$ cat src/rtl/uart_pkg.sv
// ============================================================================
// Module  : uart_pkg
// Purpose : Shared receiver state encoding and default frame constants.
// Revision: 1.0 - initial release
// ============================================================================
`timescale 1ns/1ps
`default_nettype none

package uart_pkg;

  localparam int unsigned c_default_oversampling = 16;
  localparam int unsigned c_default_data_bits    = 8;

  typedef enum logic [2:0] {
    IDLE   = 3'd0,
    START  = 3'd1,
    DATA   = 3'd2,
    PARITY = 3'd3,
    STOP   = 3'd4
  } rx_state_t;

endpackage

`default_nettype wire

$ cat src/rtl/sync_2ff.sv
// ============================================================================
// Module  : sync_2ff
// Purpose : Two-flop synchronizer for a single asynchronous input bit.
// Revision: 1.0 - initial release
// ============================================================================
`timescale 1ns/1ps
`default_nettype none

module sync_2ff #(
  parameter bit RESET_VAL = 1'b1
) (
  input  logic clk,
  input  logic reset,
  input  logic d,
  output logic q
);

  logic r_meta;
  logic r_sync;

  always_ff @(posedge clk or negedge reset) begin
    if (!reset) begin
      r_meta <= RESET_VAL;
      r_sync <= RESET_VAL;
    end else begin
      r_meta <= d;
      r_sync <= r_meta;
    end
  end

  assign q = r_sync;

endmodule

`default_nettype wire

$ cat src/rtl/uart_rx_os16.sv
// ============================================================================
// Module  : uart_rx_os16
// Purpose : Oversampling UART receiver with optional parity and framing check.
// Revision: 1.0 - initial release
// ============================================================================
`timescale 1ns/1ps
`default_nettype none

module uart_rx_os16
  import uart_pkg::*;
#(
  parameter int unsigned DATA_BITS    = c_default_data_bits,
  parameter bit          PARITY_EN    = 1'b0,
  parameter bit          PARITY_ODD   = 1'b0,
  parameter int unsigned OVERSAMPLING = c_default_oversampling
) (
  input  logic       clk,
  input  logic       reset,
  input  logic       s_tick,
  input  logic       rx,
  output logic [7:0] rx_data,
  output logic       rx_valid,
  output logic       parity_err,
  output logic       frame_err,
  output logic       busy
);

  localparam int unsigned         c_cnt_w    = $clog2(OVERSAMPLING);
  localparam logic [c_cnt_w-1:0]  c_mid      = c_cnt_w'(OVERSAMPLING / 2 - 1);
  localparam logic [c_cnt_w-1:0]  c_last     = c_cnt_w'(OVERSAMPLING - 1);
  localparam logic [2:0]          c_last_bit = 3'(DATA_BITS - 1);
  localparam int unsigned         c_pad      = 8 - DATA_BITS;

  logic               w_rx;
  rx_state_t          r_state,    w_state_nxt;
  logic [c_cnt_w-1:0] r_tick_cnt, w_tick_nxt;
  logic [2:0]         r_bit_cnt,  w_bit_nxt;
  logic [7:0]         r_shreg,    w_shreg_nxt;
  logic               r_par_bad,  w_par_bad_nxt;
  logic [7:0]         r_rx_data,  w_data_nxt;
  logic               r_rx_valid, w_valid_nxt;
  logic               r_perr,     w_perr_nxt;
  logic               r_ferr,     w_ferr_nxt;
  logic [7:0]         w_word;

  sync_2ff #(.RESET_VAL(1'b1)) u_sync (
    .clk   (clk),
    .reset (reset),
    .d     (rx),
    .q     (w_rx)
  );

  // Bits enter at the MSB, so a short word ends up in the top bits.
  assign w_word = r_shreg >> c_pad;

  always_comb begin
    w_state_nxt   = r_state;
    w_tick_nxt    = r_tick_cnt;
    w_bit_nxt     = r_bit_cnt;
    w_shreg_nxt   = r_shreg;
    w_par_bad_nxt = r_par_bad;
    w_data_nxt    = r_rx_data;
    w_valid_nxt   = 1'b0;
    w_perr_nxt    = r_perr;
    w_ferr_nxt    = r_ferr;
    if (s_tick) begin
      case (r_state)
        IDLE: begin
          if (!w_rx) begin
            w_state_nxt = START;
            w_tick_nxt  = '0;
          end
        end
        START: begin
          if (r_tick_cnt == c_mid) begin
            w_tick_nxt  = '0;
            w_bit_nxt   = '0;
            w_state_nxt = w_rx ? IDLE : DATA;
          end else begin
            w_tick_nxt = r_tick_cnt + 1'b1;
          end
        end
        DATA: begin
          if (r_tick_cnt == c_last) begin
            w_tick_nxt  = '0;
            w_shreg_nxt = {w_rx, r_shreg[7:1]};
            if (r_bit_cnt == c_last_bit) begin
              w_bit_nxt   = '0;
              w_state_nxt = PARITY_EN ? PARITY : STOP;
            end else begin
              w_bit_nxt = r_bit_cnt + 1'b1;
            end
          end else begin
            w_tick_nxt = r_tick_cnt + 1'b1;
          end
        end
        PARITY: begin
          if (r_tick_cnt == c_last) begin
            w_tick_nxt    = '0;
            w_par_bad_nxt = ((^w_word) ^ w_rx) != PARITY_ODD;
            w_state_nxt   = STOP;
          end else begin
            w_tick_nxt = r_tick_cnt + 1'b1;
          end
        end
        STOP: begin
          if (r_tick_cnt == c_last) begin
            w_tick_nxt  = '0;
            w_data_nxt  = w_word;
            w_valid_nxt = 1'b1;
            w_perr_nxt  = PARITY_EN ? r_par_bad : 1'b0;
            w_ferr_nxt  = !w_rx;
            w_state_nxt = IDLE;
          end else begin
            w_tick_nxt = r_tick_cnt + 1'b1;
          end
        end
        default: w_state_nxt = IDLE;
      endcase
    end
  end

  always_ff @(posedge clk or negedge reset) begin
    if (!reset) begin
      r_state    <= IDLE;
      r_tick_cnt <= '0;
      r_bit_cnt  <= '0;
      r_shreg    <= '0;
      r_par_bad  <= 1'b0;
      r_rx_data  <= '0;
      r_rx_valid <= 1'b0;
      r_perr     <= 1'b0;
      r_ferr     <= 1'b0;
    end else begin
      r_state    <= w_state_nxt;
      r_tick_cnt <= w_tick_nxt;
      r_bit_cnt  <= w_bit_nxt;
      r_shreg    <= w_shreg_nxt;
      r_par_bad  <= w_par_bad_nxt;
      r_rx_data  <= w_data_nxt;
      r_rx_valid <= w_valid_nxt;
      r_perr     <= w_perr_nxt;
      r_ferr     <= w_ferr_nxt;
    end
  end

  assign rx_data    = r_rx_data;
  assign rx_valid   = r_rx_valid;
  assign parity_err = r_perr;
  assign frame_err  = r_ferr;
  assign busy       = (r_state != IDLE);

endmodule

`default_nettype wire

$ cat config.mk
export PLATFORM = sky130hd
export DESIGN_NAME = uart_rx_os16
export DESIGN_NICKNAME = d
export VERILOG_FILES = /design/src/rtl/uart_pkg.sv /design/src/rtl/sync_2ff.sv /design/src/rtl/uart_rx_os16.sv
export SDC_FILE = /design/constraint.sdc
export NUM_CORES = 1
export LEC_CHECK = 0
export ABC_AREA = 1
export CELL_PAD_IN_SITES_DETAIL_PLACEMENT = 1
export CELL_PAD_IN_SITES_GLOBAL_PLACEMENT = 1
export CORE_AREA = 2 2 62 69
export DETAILED_ROUTE_END_ITERATION = 10
export DIE_AREA = 0 0 64 71
export HOLD_SLACK_MARGIN = 0.05
export PLACE_DENSITY = 0.78
export REMOVE_ABC_BUFFERS = 1
export SLEW_MARGIN = 15
export SYNTH_ARGS = -nofsm -noshare
export SYNTH_HDL_FRONTEND = slang
export SYNTH_SLANG_ARGS = --single-unit
$ cat constraint.sdc
create_clock -name clk -period 2.9 [get_ports clk]
set_clock_uncertainty 0.15 [all_clocks]
set_input_delay 0.435 -clock clk [delete_from_list [all_inputs] [get_ports clk]]
set_output_delay 0.435 -clock clk [all_outputs]
set_load 0.05 [all_outputs]
## Word level (Yosys, flattened, before mapping)

Cells that the tools add are included.

- Register bits after elaboration: 30
- Bits of input ports: 4
- Output and inout bits: 12
- Logic and storage cells: 54

- Add/sub/neg operators: 2
- Eq/ne operators: 13
- Multiplexer cells: 19
- Reductions and logical operators: 11

Operators by type and width:

| kind | number |
|---|---|
| 3-bit two-way mux | 9 |
| 3-bit case mux with 5 select lines | 1 |
| 4-bit two-way mux | 3 |
| 2-bit inequality test (second input constant) | 6 |
| 4-bit case mux with 3 select lines | 1 |
| 3-bit AND reduction | 3 |
| 7-bit AND reduction | 1 |
| 3-bit by 2-bit equality test with 1-bit output (second input constant) | 2 |
| 3-bit equality test (second input constant) | 2 |
| 3-bit case mux with 2 select lines | 1 |
| 3-bit nonzero test | 2 |
| 4-bit by 1-bit adder with 4-bit output (second input constant) | 1 |
| 4-bit by 3-bit equality test with 1-bit output (second input constant) | 1 |
| 4-bit equality test (second input constant) | 1 |
| 4-bit AND reduction | 1 |
| 3-bit by 1-bit adder with 3-bit output (second input constant) | 1 |
| 3-bit by 1-bit equality test with 1-bit output (second input constant) | 1 |
| 3-bit logical NOT | 1 |
| 1-bit two-way mux | 3 |
| 3-bit OR reduction | 1 |
| 2-bit two-way mux | 1 |
| 2-bit nonzero test | 1 |
| 1-bit logical NOT | 1 |

## Depth between registers and ports, before layout

- Depth in word-level cells: 4
- Gate-level depth with buffers: 9
- Mapped depth without buffers: 9

## Hierarchy

Synthesis repeated with hierarchy kept, for this count alone.

- Cell total of the unflattened synthesis: 159
- Area, all modules: 1,446.4 um^2

Modules (own cells, without submodules):

| module | instances | cells each | area each (um^2) | sequential area each (um^2) |
|---|---|---|---|---|
| uart_rx_os16 | 1 | 157 | 1,393.8 | 700.7 |
| sync_2ff | 1 | 2 | 52.6 | 52.6 |

## Worst setup path after synthesis

Ideal clock, no wire load.

- Path type: reg2reg
- From: register r_tick_cnt[0]
- To: register r_rx_data[7], in the netlist rx_data[7]
- Setup time: 119 ps
- Data arrival time: 1,266 ps
- Path slack: 1,365 ps
- Stages on the path, launching flop included: 10
- Buffers on the path: 1
- Period minus slack after synthesis: 1,535 ps
- Cell sequence: dfrtp_1 -> ha_1 -> nand2_2 -> nor2_4 -> inv_2 -> nor2_8 -> nand3_4 -> buf_6 -> nand2_2 -> o21ai_2

- Cells in the longest elaborated chain, start to end: 2

Ends and longest elaborated chain:

| item | RTL line | text |
|---|---|---|
| start, declared | uart_rx_os16.sv:36 | `logic [c_cnt_w-1:0] r_tick_cnt, w_tick_nxt;` |
| start signal, assigned | uart_rx_os16.sv:136 | `r_tick_cnt <= w_tick_nxt;` |
| 4-bit equality test | uart_rx_os16.sv:107 | `if (r_tick_cnt == c_last) begin` |
| 3-bit AND reduction (no source line) | -- |  |
| end signal, assigned | uart_rx_os16.sv:140 | `r_rx_data <= w_data_nxt;` |
| end, declared | uart_rx_os16.sv:40 | `logic [7:0] r_rx_data, w_data_nxt;` |

No other way between the ends.
A chain may end at the register's enable or synchronous reset.

## Final worst setup path

- From: register r_state[2]
- To: output port busy

- Cells in the longest elaborated chain, start to end: 1

Ends and longest elaborated chain:

| item | RTL line | text |
|---|---|---|
| start, declared | uart_rx_os16.sv:35 | `rx_state_t r_state, w_state_nxt;` |
| start signal, assigned | uart_rx_os16.sv:135 | `r_state <= w_state_nxt;` |
| 3-bit nonzero test | uart_rx_os16.sv:151 | `assign busy = (r_state != IDLE);` |
| end, declared | uart_rx_os16.sv:25 | `output logic busy` |

No other way between the ends.

==> key figures <==
Status
  • Status: finished, final reports clean

Die
  • Die Y: 71 um
  • Starting density of the core: a little under two fifths
  • FP Rows: 24
  • Die area: approximately 4500 um2
  • CORE AREA: 3874 um2
  • # IOs: 16
  • Die X: between 60 and 70 um

Worst setup path
  • Critical path origin: r_state[2]
  • Worst Setup End Kind: output port
  • Setup Crit Path Kind: reg -> out
  • CP required: 2.32 ns
  • CP Max Fanout: 6
  • Worst Path Arrival: between 1.5 and 2 ns
  • CP Launch Type: flip-flop
  • RR Startpoint: r_tick_cnt[0]

Place
  • RD Place Congestion: around 0.79
  • Placed Cells: 223
  • Post-detail-place hpwl: between 2000 and 2500 um
  • Number of port buffers: 14

Yosys
  • Synth top cells by count: 47 x nand2_1, 28 x dfrtp_1, 13 x inv_1
  • Number of synthesized flops with an enable pin: 0
  • Mapped Avg Cell Area: 9.349 um2
  • #FFs+latches synth: 30
  • Dominant synthesized flop cell: dfrtp_1
  • Sequential area share after synthesis: between 50 and 60%
  • Distinct cell type count after synthesis: 27
  • Post-Syn Area: 1486 um2
  • Top post-synthesis cells by area: dfrtp_1 47%, nand2_1 12%, o21ai_2 4.7%
  • Asr flop ratio synth: 100.0%
  • Post-Synthesis Cells: 159
  • Yosys top cell by area: dfrtp_1
  • Yosys warnings: 0
  • Most numerous cell in the Yosys netlist: nand2_1
  • Synth top area share: a little under half

Flow run
  • Max cap viols: 0

Final layout
  • Fin util: a little under half
  • Share of post-route cells with drive strength above 1: 23.03%
  • Area Growth Syn to Fin: 19.87%
  • Fin nets: around 190
  • Fill cells: 446
  • Final Non-Filler Cells: 230
  • Sequential cell area: between 700 and 800 um2
  • # diodes: 0
  • Area occupied by multi-input gates: 605.6 um2

CTS
  • H-tree levels: 2
  • CTS tree: built
  • Clk root buf: clkbuf_8
  • Clock buffer depth: 2
  • Skew-Pair Late Insertion Delay: between 0.2 and 0.3 ns
  • Clock transition at the registers of the reported paths: ~0.070 ns
  • Resize count post-CTS: 0
  • Post-CTS Setup Bufs: 0
  • Num CTS Buffers: 5
  • CTS Hold Buffers Added: 0
  • Clock sink count: 30

Timing
  • Hold WS: roughly 0.22 ns
  • Relative slew slack: between 60% and 70%
  • Worst-Margin Slew: 0.5171 ns
  • Endpoints failing hold: 0
  • Setup violators final: 0
  • Setup_tns: 0 ns
  • Fmax achieved: 0.4080 GHz
  • Tcrit/Tclk final: between 80% and 90%
  • RSZ-0062 raised after global routing: no
  • Tmin final: approximately 2.5 ns
  • Max Slew Vio Count: 0

Min path
  • Hold path start: u_sync.r_meta
  • Type of the worst min-delay path: reg -> reg

Global route
  • Largest net degree at the start of global routing: 31
  • Gr ovfl total: 0
  • Wire length of the first global-routing pass: ~5500 um
  • Global Route Usage Sum: between 10% and 20%
  • Antenna violations before repair: 0
  • Vias in the first global route: about 1200

Power
  • Power, Total: approximately 1.3 mW
  • LEAKAGE: 0.8351 nW
  • Combinational share of power: ~28%
  • Clock share of power: approximately a third
  • Seq pwr share: 39.1%
  • Cell Pwr Density: about 740 nW/um2
  • Maximum vdd drop: roughly 0.38 mV
  • Internal power: 0.8473 mW
  • Net Sw Frac: 36.04%
  • Switching power: between 0.4 and 0.5 mW

Detailed routing
  • Vias: ~1100
  • DRT iter0 DRCs: between 40 and 50
  • Drt wl/cell: between 10 and 15 um
  • Vias/cell: roughly 4.9
  • Residual DRC: 0
  • DRT antenna net count: 0
  • DRT Pass-1 Iters: 4
  • DRT Wirelength: between 3000 and 4000 um
kinds of logic after synthesis:
logic type,Yosys count,share of synthesized area [%]
and+or+nand+nor,80,27.53
DFF,30,50.67
AOI/OAI and AO/OA,22,9.848
buffers and inverters,22,8.586
adders and majority gates,3,2.526
xor gates and xnor gates,1,0.5893
other,1,0.2523
critical path, cell delays in order (launching register included):
cell	delay (ns)
dfrtp_1	0.50
inv_2	0.14
nand2_2	0.12
clkdlybuf4s50_1	0.82
routing by layer:
| layer | up-vias | global-route usage (%) | share of wire (%) |
|---|---|---|---|
| met5 | - | 0 | 0 |
| met3 | 10 | 3.975 | 4.2 |
| met1 | 555 | 18.47 | 40 |
| li1 | 537 | - | - |
| met2 | 20 | 27.89 | 53 |
| met4 | 0 | 7.971 | 2.4 |
area by class of cell:
cell class	count	share of cell area [%]
timing repair buffer	15	8.287
tap	52	3.652
sequential	30	42.28
inverter	19	5.478
multi-input combinational	107	33.99
clock buffer	6	4.635
clock inverter	1	1.685
layout by cell type (no fill, tap or decap):
cell / netlist / final
a21oi_1: 1 / 1
a21oi_2: 1 / 1
buf_4: 1 / 1
bufinv_16: 1 / 2
clkbuf_8: 0 / 6
clkdlybuf4s50_1: 0 / 14
conb_1: 1 / 1
dfrtp_1: 28 / 28
dfstp_2: 2 / 2
ha_1: 3 / 3
inv_1: 13 / 13
inv_2: 5 / 5
nand2_1: 47 / 47
nand2_2: 6 / 6
nand2_4: 1 / 1
nand3_1: 9 / 9
nand3_2: 1 / 1
nand3_4: 1 / 1
nor2_1: 7 / 7
nor2_2: 2 / 2
nor2_4: 3 / 3
nor2_8: 1 / 1
nor4_2: 1 / 1
o21ai_1: 11 / 11
o21ai_2: 8 / 8
o31ai_1: 1 / 1
or2_0: 1 / 1
xor2_1: 1 / 1
power groups by stage:
| stage | combinational, mW | sequential (mW) | clock [mW] |
|---|---|---|---|
| floorplan | 0.273 | 0.512 | 0 |
| global placement | 0.349 | 0.517 | 0 |
| detailed placement | 0.374 | 0.525 | 0 |
| CTS | 0.378 | 0.518 | 0.440 |
| global route | 0.416 | 0.523 | 0.456 |
| finish | 0.374 | 0.519 | 0.432 |
metrics by stage:
stage | cell area (um2) | setup slack, ns
6_report | 1782 | 0.4489
5_1_grt | 1782 | 0.3968
4_1_cts | 1782 | 0.4582
3_5_place_dp | 1669 | 0.7838
3_3_place_gp | 1669 | 0.8438
2_1_floorplan | 1456 | 1.379
state kept, by name (all words and copies together) (netlist names), 3 cells and up:
register,count
r_bit_cnt,3
r_tick_cnt,4
r_shreg,8
rx_data,8
r_state,3
path summary, 6_finish.rpt:
kind	to	slack [ns]	cells past startpoint
max in group asynchronous	u_sync.r_meta	1.87	2
min in group asynchronous	r_shreg[0]	0.39	2
max	busy	0.45	3
min reg2reg	u_sync.q	0.22	0
min	u_sync.q	0.22	0
max reg2reg	rx_data[6]	1.14	8
No activity file was read; power rests on OpenSTA's default activity.
